[src/rtl/seg_scan_driver_if.sv]
// Display-side bundle for seg_scan_driver: shadow inputs from the stopwatch
// counters and the scanned seg/an outputs toward the board pins.
interface seg_scan_driver_if #(
    parameter int unsigned NUM_DIGITS = 4
);
    localparam int unsigned IDX_W = (NUM_DIGITS > 1) ? $clog2(NUM_DIGITS) : 1;

    logic [4*NUM_DIGITS-1:0] digits_in;
    logic [NUM_DIGITS-1:0]   dp_in;
    logic [NUM_DIGITS-1:0]   blank_in;
    logic [NUM_DIGITS-1:0]   blink_en;
    logic                    load;
    logic [6:0]              seg;
    logic                    dp;
    logic [NUM_DIGITS-1:0]   an;
    logic [IDX_W-1:0]        digit_idx;

    modport master (
        output digits_in, dp_in, blank_in, blink_en, load,
        input  seg, dp, an, digit_idx
    );

    modport slave (
        input  digits_in, dp_in, blank_in, blink_en, load,
        output seg, dp, an, digit_idx
    );
endinterface

[src/rtl/seg_scan_driver.sv]
// Time-multiplexed seven-segment scan driver with shadowed display value,
// per-digit dp/blank/blink and an all-off dead time at the start of each slot.
module seg_scan_driver #(
    parameter int unsigned NUM_DIGITS  = 4,
    parameter int unsigned REFRESH_DIV = 100000,
    parameter int unsigned DEAD_CYCLES = 1000,
    parameter int unsigned BLINK_DIV   = 25000000
) (
    input logic              clk,
    input logic              resett,
    seg_scan_driver_if.slave bus
);
    localparam int unsigned IDX_W = (NUM_DIGITS > 1) ? $clog2(NUM_DIGITS) : 1;
    localparam int unsigned CNT_W = $clog2(REFRESH_DIV);
    localparam int unsigned BLK_W = (BLINK_DIV > 1) ? $clog2(BLINK_DIV) : 1;

    localparam logic [CNT_W-1:0] CNT_LAST = CNT_W'(REFRESH_DIV - 1);
    localparam logic [CNT_W-1:0] DEAD_END = CNT_W'(DEAD_CYCLES);
    localparam logic [IDX_W-1:0] IDX_LAST = IDX_W'(NUM_DIGITS - 1);
    localparam logic [BLK_W-1:0] BLK_LAST = BLK_W'(BLINK_DIV - 1);

    logic [CNT_W-1:0]        cnt_q, cnt_d;
    logic [IDX_W-1:0]        idx_q, idx_d;
    logic [BLK_W-1:0]        blk_cnt_q, blk_cnt_d;
    logic                    blink_phase_q, blink_phase_d;
    logic [4*NUM_DIGITS-1:0] digits_q, digits_d;
    logic [NUM_DIGITS-1:0]   dp_sh_q, dp_sh_d;
    logic [NUM_DIGITS-1:0]   blank_q, blank_d;
    logic [NUM_DIGITS-1:0]   blink_en_q, blink_en_d;
    logic [6:0]              seg_q, seg_d;
    logic                    dp_q, dp_d;
    logic [NUM_DIGITS-1:0]   an_q, an_d;

    logic [3:0] cur_digit;
    logic       cur_dp;
    logic       cur_blank;
    logic       cur_blink;
    logic       dark;

    function automatic logic [6:0] hex_to_seg(input logic [3:0] h);
        logic [6:0] s;
        case (h)
            4'h0: s = 7'b1000000;
            4'h1: s = 7'b1111001;
            4'h2: s = 7'b0100100;
            4'h3: s = 7'b0110000;
            4'h4: s = 7'b0011001;
            4'h5: s = 7'b0010010;
            4'h6: s = 7'b0000010;
            4'h7: s = 7'b1111000;
            4'h8: s = 7'b0000000;
            4'h9: s = 7'b0010000;
            4'hA: s = 7'b0001000;
            4'hB: s = 7'b0000011;
            4'hC: s = 7'b1000110;
            4'hD: s = 7'b0100001;
            4'hE: s = 7'b0000110;
            default: s = 7'b0001110;
        endcase
        return s;
    endfunction

    always_comb begin
        digits_d      = digits_q;
        dp_sh_d       = dp_sh_q;
        blank_d       = blank_q;
        blink_en_d    = blink_en_q;
        cnt_d         = cnt_q + 1'b1;
        idx_d         = idx_q;
        blk_cnt_d     = blk_cnt_q + 1'b1;
        blink_phase_d = blink_phase_q;

        if (bus.load) begin
            digits_d   = bus.digits_in;
            dp_sh_d    = bus.dp_in;
            blank_d    = bus.blank_in;
            blink_en_d = bus.blink_en;
        end

        if (cnt_q == CNT_LAST) begin
            cnt_d = '0;
            idx_d = (idx_q == IDX_LAST) ? '0 : idx_q + 1'b1;
        end

        if (blk_cnt_q == BLK_LAST) begin
            blk_cnt_d     = '0;
            blink_phase_d = ~blink_phase_q;
        end
    end

    // Outputs are computed from this cycle's registered state and land one edge later.
    always_comb begin
        cur_digit = '0;
        cur_dp    = 1'b0;
        cur_blank = 1'b0;
        cur_blink = 1'b0;
        for (int unsigned i = 0; i < NUM_DIGITS; i++) begin
            if (idx_q == IDX_W'(i)) begin
                cur_digit = digits_q[4*i +: 4];
                cur_dp    = dp_sh_q[i];
                cur_blank = blank_q[i];
                cur_blink = blink_en_q[i];
            end
        end

        dark = (cnt_q < DEAD_END) || cur_blank || (cur_blink && blink_phase_q);

        an_d  = '1;
        seg_d = '1;
        dp_d  = 1'b1;
        if (!dark) begin
            seg_d = hex_to_seg(cur_digit);
            dp_d  = ~cur_dp;
            for (int unsigned i = 0; i < NUM_DIGITS; i++) begin
                if (idx_q == IDX_W'(i)) an_d[i] = 1'b0;
            end
        end
    end

    always_ff @(posedge clk) begin
        if (resett) begin
            cnt_q         <= '0;
            idx_q         <= '0;
            blk_cnt_q     <= '0;
            blink_phase_q <= 1'b0;
            digits_q      <= '0;
            dp_sh_q       <= '0;
            blank_q       <= '0;
            blink_en_q    <= '0;
            seg_q         <= '1;
            dp_q          <= 1'b1;
            an_q          <= '1;
        end else begin
            cnt_q         <= cnt_d;
            idx_q         <= idx_d;
            blk_cnt_q     <= blk_cnt_d;
            blink_phase_q <= blink_phase_d;
            digits_q      <= digits_d;
            dp_sh_q       <= dp_sh_d;
            blank_q       <= blank_d;
            blink_en_q    <= blink_en_d;
            seg_q         <= seg_d;
            dp_q          <= dp_d;
            an_q          <= an_d;
        end
    end

    assign bus.seg       = seg_q;
    assign bus.dp        = dp_q;
    assign bus.an        = an_q;
    assign bus.digit_idx = idx_q;
endmodule

[src/flat_wrapper.sv]
// flat-port wrapper written by rule: the top's interface ports become plain ports
module seg_scan_driver_flat 
#(
    parameter int unsigned NUM_DIGITS  = 4,
    parameter int unsigned REFRESH_DIV = 100000,
    parameter int unsigned DEAD_CYCLES = 1000,
    parameter int unsigned BLINK_DIV   = 25000000
)
  (clk, resett, bus_digits_in, bus_dp_in, bus_blank_in, bus_blink_en, bus_load, bus_seg, bus_dp, bus_an, bus_digit_idx);
  seg_scan_driver_if #(.NUM_DIGITS(NUM_DIGITS)) bus_i ();
  input logic clk;
  input logic resett;
  input wire logic [$bits(bus_i.digits_in)-1:0] bus_digits_in;
  input wire logic [$bits(bus_i.dp_in)-1:0] bus_dp_in;
  input wire logic [$bits(bus_i.blank_in)-1:0] bus_blank_in;
  input wire logic [$bits(bus_i.blink_en)-1:0] bus_blink_en;
  input wire logic [$bits(bus_i.load)-1:0] bus_load;
  output wire logic [$bits(bus_i.seg)-1:0] bus_seg;
  output wire logic [$bits(bus_i.dp)-1:0] bus_dp;
  output wire logic [$bits(bus_i.an)-1:0] bus_an;
  output wire logic [$bits(bus_i.digit_idx)-1:0] bus_digit_idx;
  assign bus_i.digits_in = bus_digits_in;
  assign bus_i.dp_in = bus_dp_in;
  assign bus_i.blank_in = bus_blank_in;
  assign bus_i.blink_en = bus_blink_en;
  assign bus_i.load = bus_load;
  assign bus_seg = bus_i.seg;
  assign bus_dp = bus_i.dp;
  assign bus_an = bus_i.an;
  assign bus_digit_idx = bus_i.digit_idx;
  seg_scan_driver #(.NUM_DIGITS(NUM_DIGITS), .REFRESH_DIV(REFRESH_DIV), .DEAD_CYCLES(DEAD_CYCLES), .BLINK_DIV(BLINK_DIV)) u_core (.clk(clk), .resett(resett), .bus(bus_i));
endmodule
[config.mk]
export PLATFORM = sky130hd
export DESIGN_NAME = seg_scan_driver_flat
export DESIGN_NICKNAME = d
export VERILOG_FILES = /design/src/rtl/seg_scan_driver_if.sv /design/src/rtl/seg_scan_driver.sv /design/src/flat_wrapper.sv
export SDC_FILE = /design/constraint.sdc
export NUM_CORES = 1
export LEC_CHECK = 0
export ABC_AREA = 1
export ABC_CLOCK_PERIOD_IN_PS = 3350
export CORE_MARGIN = 2
export CORE_UTILIZATION = 24
export CTS_BUF_LIST = sky130_fd_sc_hd__clkbuf_16
export CTS_CLUSTER_DIAMETER = 120
export DETAILED_ROUTE_END_ITERATION = 10
export SLEW_MARGIN = 20
export SYNTH_ARGS = -nofsm -noshare
export SYNTH_HDL_FRONTEND = slang
export SYNTH_SLANG_ARGS = --single-unit
[constraint.sdc]
create_clock -name clk -period 3.35 [get_ports clk]
set_clock_uncertainty 0.15 [all_clocks]
set_input_delay 0.67 -clock clk [delete_from_list [all_inputs] [get_ports clk]]
set_output_delay 0.67 -clock clk [all_outputs]
set_load 0.02 [all_outputs]
==> summary.txt <==
PwrDens: 427.6 nW/µm²
CP Class: flip-flop to flip-flop
DRC violations left: 0
area of the mapped netlist: 4145 µm²
clock buffer count from CTS: 9
Startpoint Class: flip-flop
CTS-repair resized insts: 0
outcome: complete, no violations
WP buf/inv: 2
Max Root-Sink Buffers: 2
initial detailed-routing violation count: 320
Internal: 0.001675 W
final setup vio count: 0
top-count cell post-synth: nand2_1
worst-skew pair later-pin latency: 0.34 ns
Sw Pwr: 0.0004976 W
Post-synth EDFFs: 0
Core ar.: 17,120 µm²
Largest delay share family, worst path: compound AO/OA/AOI/OAI gates
setup TNS: 0 ns
clock transition at the registers of the reported paths: 0.06 ns
Sw Ratio: 22.91%
Seq/Total Area, Yosys: 41.05%
Final Non-Filler Cells: 881
Leak: 1.833 nW
CTS H-tree lvls: 3
hold-fix buffers at CTS: 0
synth top area cells: dfxtp_1, nand2_1, nor2_1
mean post-synth cell area: 6.818 µm²
syn nets: 651
Primary FF master, synth: dfxtp_1
largest net degree at the start of global routing: 29
post-synth cell types: 33
Final #Nets: 694
via/cell ratio: 4.352
TritonCTS clock tree: done
start point of the critical path: u_core.bus.digit_idx[1]
slew margin rel.: 54.36%
crit end category: flip-flop
flop2flop setup slack: 0.65 ns
Max IR drop VDD: 0.2545 mV
top-area cell type share of the netlist area: 41.05%
Hold Vio Cnt, Final: 0
ANT cells: 0
hold path start: u_core.cnt_q[0]
placed insts: 865
met3 Use GR: 3.217%
initial antenna violation count: 0
Total Routed Length: 10,130 µm
postcts setup bufs: 0
Post-synth top cells: nand2_1, nor2_1, dfxtp_1
Clk network pwr share: 44.3%
clk sinks: 85
WP data required: 3.43 ns
Final Worst Setup Slack: 0.6466 ns
critical-path maximum fanout: 11
Logic pwr share: 6.9%
slowest library cell on the worst path: o21ai_0
Worst EP arrival: 2.78 ns
RSZ-0062 raised after global routing: no
Power, Total: 0.002172 W
Max Slew Vio Count: 0
post-DR wirelength/cell: 11.49 µm
first-pass GRT wire length: 17,040 µm
worst hold path class: flip-flop to flip-flop
grt met2 use: 17.17%
crit-path cells: ha_1 > inv_1 > o21ai_0 > inv_1 > ha_1 > nand3_1 > o21ai_0 > nand2_1 > nand2_1
Worst-Margin Slew: 0.6774 ns
Top Usage Layer GRT: met2
pre-CTS WS: 0.7017 ns
port bufs: 44
final period utilization: 80.70%
vias in the first global route: 3,565
GR Overflow Total: 0
boundary pin count: 45
FP Rows: 48
GRT Resource Usage Total: 11.71%
post-DP HPWL: 7589 µm
number of max-cap violations: 0
met1 usage: 16.16%
DIE AREA: 18,340 µm²
FF-to-FF Start: u_core.bus.digit_idx[1]
Chip Width: 135.4 µm
max incr delay on CP: 0.59 ns
#FFs+latches synth: 85
Synth area leader: dfxtp_1
GPL Wtd Cong: 0.8910
Ys Warns: 0
final period demand of the worst path: 2.703 ns
Achievable Freq: 369.9 MHz
first-pass iteration count of the detailed router: 5
DRT antenna net count: 0
post-synthesis async set-or-reset flop share: 0%
Synth Instances: 608
initial core utilization: 24.22%
via count: 3,834
Syn-to-layout area delta: 22.55%
Clock Tree Root: clkbuf_16
Die H: 135.4 µm
layout cell share with drive strength beyond 1: 5.335%
Flop pwr share: 48.8%
-- layout by cell type (no fill, tap or decap), drive strengths merged, types with 12 or more instances in the layout --
cell type	synthesis	routed
nand2	153	153
dfxtp	85	85
nor2	139	139
nor3	15	15
a21oi	40	40
o21ai	35	35
ha	12	12
inv	42	43
clkdlybuf4s50	0	44
nand3	38	38
-- registers in the layout, indices dropped and copies added (netlist names) --
name                  flops
u_core.cnt_q             17
u_core.bus.dp             1
u_core.bus.seg            7
u_core.bus.an             4
u_core.blink_en_q         4
u_core.blk_cnt_q         25
u_core.bus.digit_idx      2
u_core.blank_q            4
u_core.digits_q          16
u_core.blink_phase_q      1
u_core.dp_sh_q            4
-- path summary, 6_finish.rpt --
path,endpoint,cells after the start
max reg2reg,u_core.bus.seg[5],9
min,u_core.cnt_q[0],1
min reg2reg,u_core.cnt_q[0],1
max,u_core.bus.seg[5],9
-- final cells by class --
| type | instances | area (µm²) |
|---|---|---|
| fillers | 1872 | 12040 |
| multi-input cells | 465 | 2188 |
| flip-flops and latches | 85 | 1702 |
| repair buffers | 47 | 462.9 |
| well taps | 225 | 281.5 |
| clock buffers | 9 | 225.2 |
| inverters | 43 | 162.7 |
| clock inverters | 7 | 57.56 |
-- power by group through the flow --
stage	sequential (W)	combinational, W	clock (W)
2_1_floorplan	0.00107	0.0000926	0
3_3_place_gp	0.00108	0.000150	0
3_5_place_dp	0.00108	0.000150	0
4_1_cts	0.00106	0.000151	0.000987
5_1_grt	0.00106	0.000172	0.00103
6_report	0.00106	0.000150	0.000962
-- per-layer routing --
layer | share of wire (%) | wire, µm | vias to the layer above
met5 | 0 | 0 | -
met4 | 2.2 | 220 | 0
met3 | 4.2 | 425 | 15
met2 | 44 | 4426 | 62
met1 | 50 | 5054 | 1726
li1 | - | - | 2031
-- worst reg2reg max path: stages, from the launching register on --
cell	delay (ns)
dfxtp_1	0.40
ha_1	0.42
inv_1	0.22
o21ai_0	0.59
inv_1	0.19
ha_1	0.26
nand3_1	0.13
o21ai_0	0.10
nand2_1	0.06
nand2_1	0.05
-- kinds of logic (layout without fill, tap and decap cells) --
family | count (synthesis) | after routing | synth area share, %
buffers and inverters | 58 | 106 | 6.157
XOR/XNOR | 13 | 13 | 2.747
AND/OR/NAND/NOR | 363 | 363 | 36.82
flip-flops | 85 | 85 | 41.05
adder cells (fa/ha/maj) | 12 | 12 | 3.622
AO/OA/AOI/OAI | 77 | 77 | 9.599
-- stage by stage --
stage	cell area [µm²]	util, %	hold WS (ns)
after floorplan	4145	-	0.2678
after global placement	4797	28.03	0.2789
after detailed placement	4797	28.03	0.2890
after CTS	5080	29.68	0.3002
after global routing	5080	29.68	0.3222
final	5080	29.68	0.2982
(Power assumes the default switching activity.)
==> edit (same settings) <==
`REFRESH_DIV` is set to 100000 in 2 places; all go to 200000.
--- a/src/rtl/seg_scan_driver.sv
+++ b/src/rtl/seg_scan_driver.sv
@@ -3,5 +3,5 @@
 module seg_scan_driver #(
     parameter int unsigned NUM_DIGITS  = 4,
-    parameter int unsigned REFRESH_DIV = 100000,
+    parameter int unsigned REFRESH_DIV = 200000,
     parameter int unsigned DEAD_CYCLES = 1000,
     parameter int unsigned BLINK_DIV   = 25000000
--- a/src/flat_wrapper.sv
+++ b/src/flat_wrapper.sv
@@ -3,5 +3,5 @@
 #(
     parameter int unsigned NUM_DIGITS  = 4,
-    parameter int unsigned REFRESH_DIV = 100000,
+    parameter int unsigned REFRESH_DIV = 200000,
     parameter int unsigned DEAD_CYCLES = 1000,
     parameter int unsigned BLINK_DIV   = 25000000
Check against the original RTL: same outputs for any inputs over 10 cycles, from zero or initial values and one cycle with resett high; that may be too few to reach the edited logic, so the function may still have changed.
==> edit against the original RTL <==
- clock power grew 19%
- cell count is 1.1% higher
- global-route usage is 0.23 points lower
- critical path depth stayed put
- power increased by 8.7%
- sequential cell count grew 1
- first-iteration DRC count shrank 30%
- fmax is 0.55% lower
- worst setup slack lost 0.015 ns
- synthesized area grew 0.45%
- via count rose by 0.31%
- design area up 1.7%
- routed wire length is 2.2% higher
==> edit: results (changes against the original RTL) <==
Seq/Total Area, Yosys = 41.3% (+0.30 points)
Bufs w/o clock = 46 (-2.1%)
Max_slew headroom = 34.6% (-20 points)
Placed cells = 875 (+1.2%)
FILL cells = 1847 (-1.3%)
Multi-input gate area = 2150 µm² (-1.6%)
Final worst slack = 0.632 ns (-0.0150 ns)
NumNets Final = 704 (+1.4%)
Reg power frac = 45.2% (-3.6 points)
Synth Instances = 617 (+1.5%)
Lkg Pwr = 0.00192 µW (+4.5%)
Inverters = 57 (+33%)
Post-Route WL = 10400 µm (+2.2%)
Clock-cell share = 6.56% (+1.0 points)
Internal power = 1840 µW (+10%)
Outcome = finished, final reports clean
Largest registers = u_core.blk_cnt_q x25, u_core.cnt_q x18, u_core.digits_q x16
First-pass GRT wire length = 17000 µm (-0.29%)
Final hold slack = 0.303 ns (+0.00447 ns)
DP Area = 4830 µm² (+0.60%)
Syn Nets = 660 (+1.4%)
Final non-filler cell total = 891 (+1.1%)
Area grow syn2layout = 24.0%
Vias in the first global route = 3570 (+0.14%)
Worst Path Arrival = 2.79 ns (about the same)
Sink Count = 86 (+1.2%)
Largest net degree at the start of global routing = 33 (+14%)
Initial DRC Count = 223 (-30%)
Gpl congestion = 0.826 (-7.3%)
Top cells by area, synth = dfxtp_1 (41%), nand2_1 (14%), nor2_1 (12%), nand3_1 (4.7%), inv_1 (4.7%)
Top cells by count, synth = nand2_1 (151), nor2_1 (130), dfxtp_1 (86)
Hold_sp = u_core.blk_cnt_q[0]
Number of library cell types mapped by synthesis = 28 (-15%)
Comb pwr share = 6.3% (-0.6 points)
Pwr Density = 457 nW/µm² (+6.9%)
-- edit: worst max-delay path: stages, from the launching register on --
cell and delay (ns):
dfxtp_1 0.42, ha_1 0.47, inv_2 0.12, o21ai_0 0.63, inv_1 0.20, ha_1 0.26
nand3_1 0.15, nand3_1 0.09, nand2_1 0.07, nand2_1 0.04
-- edit: logic make-up (layout without fill, tap and decap cells) --
logic type / Yosys count / in the layout / synth area share (%)
compound gates: 77 / 77 / 9.68
fa+ha+maj: 12 / 12 / 3.61
xor+xnor: 10 / 10 / 2.10
simple gates: 362 / 362 / 36.3
flops: 86 / 86 / 41.3
buf+inv: 70 / 119 / 6.94
-- edit: routing by layer --
layer	wire (µm)	share of wire (%)	vias up	track usage, %
li1	-	-	2044	-
met1	5330	52	1735	15.9
met2	4450	43	57	17.5
met3	452	4.4	10	2.88
met4	120	1.2	0	3.47
met5	0	0	-	0
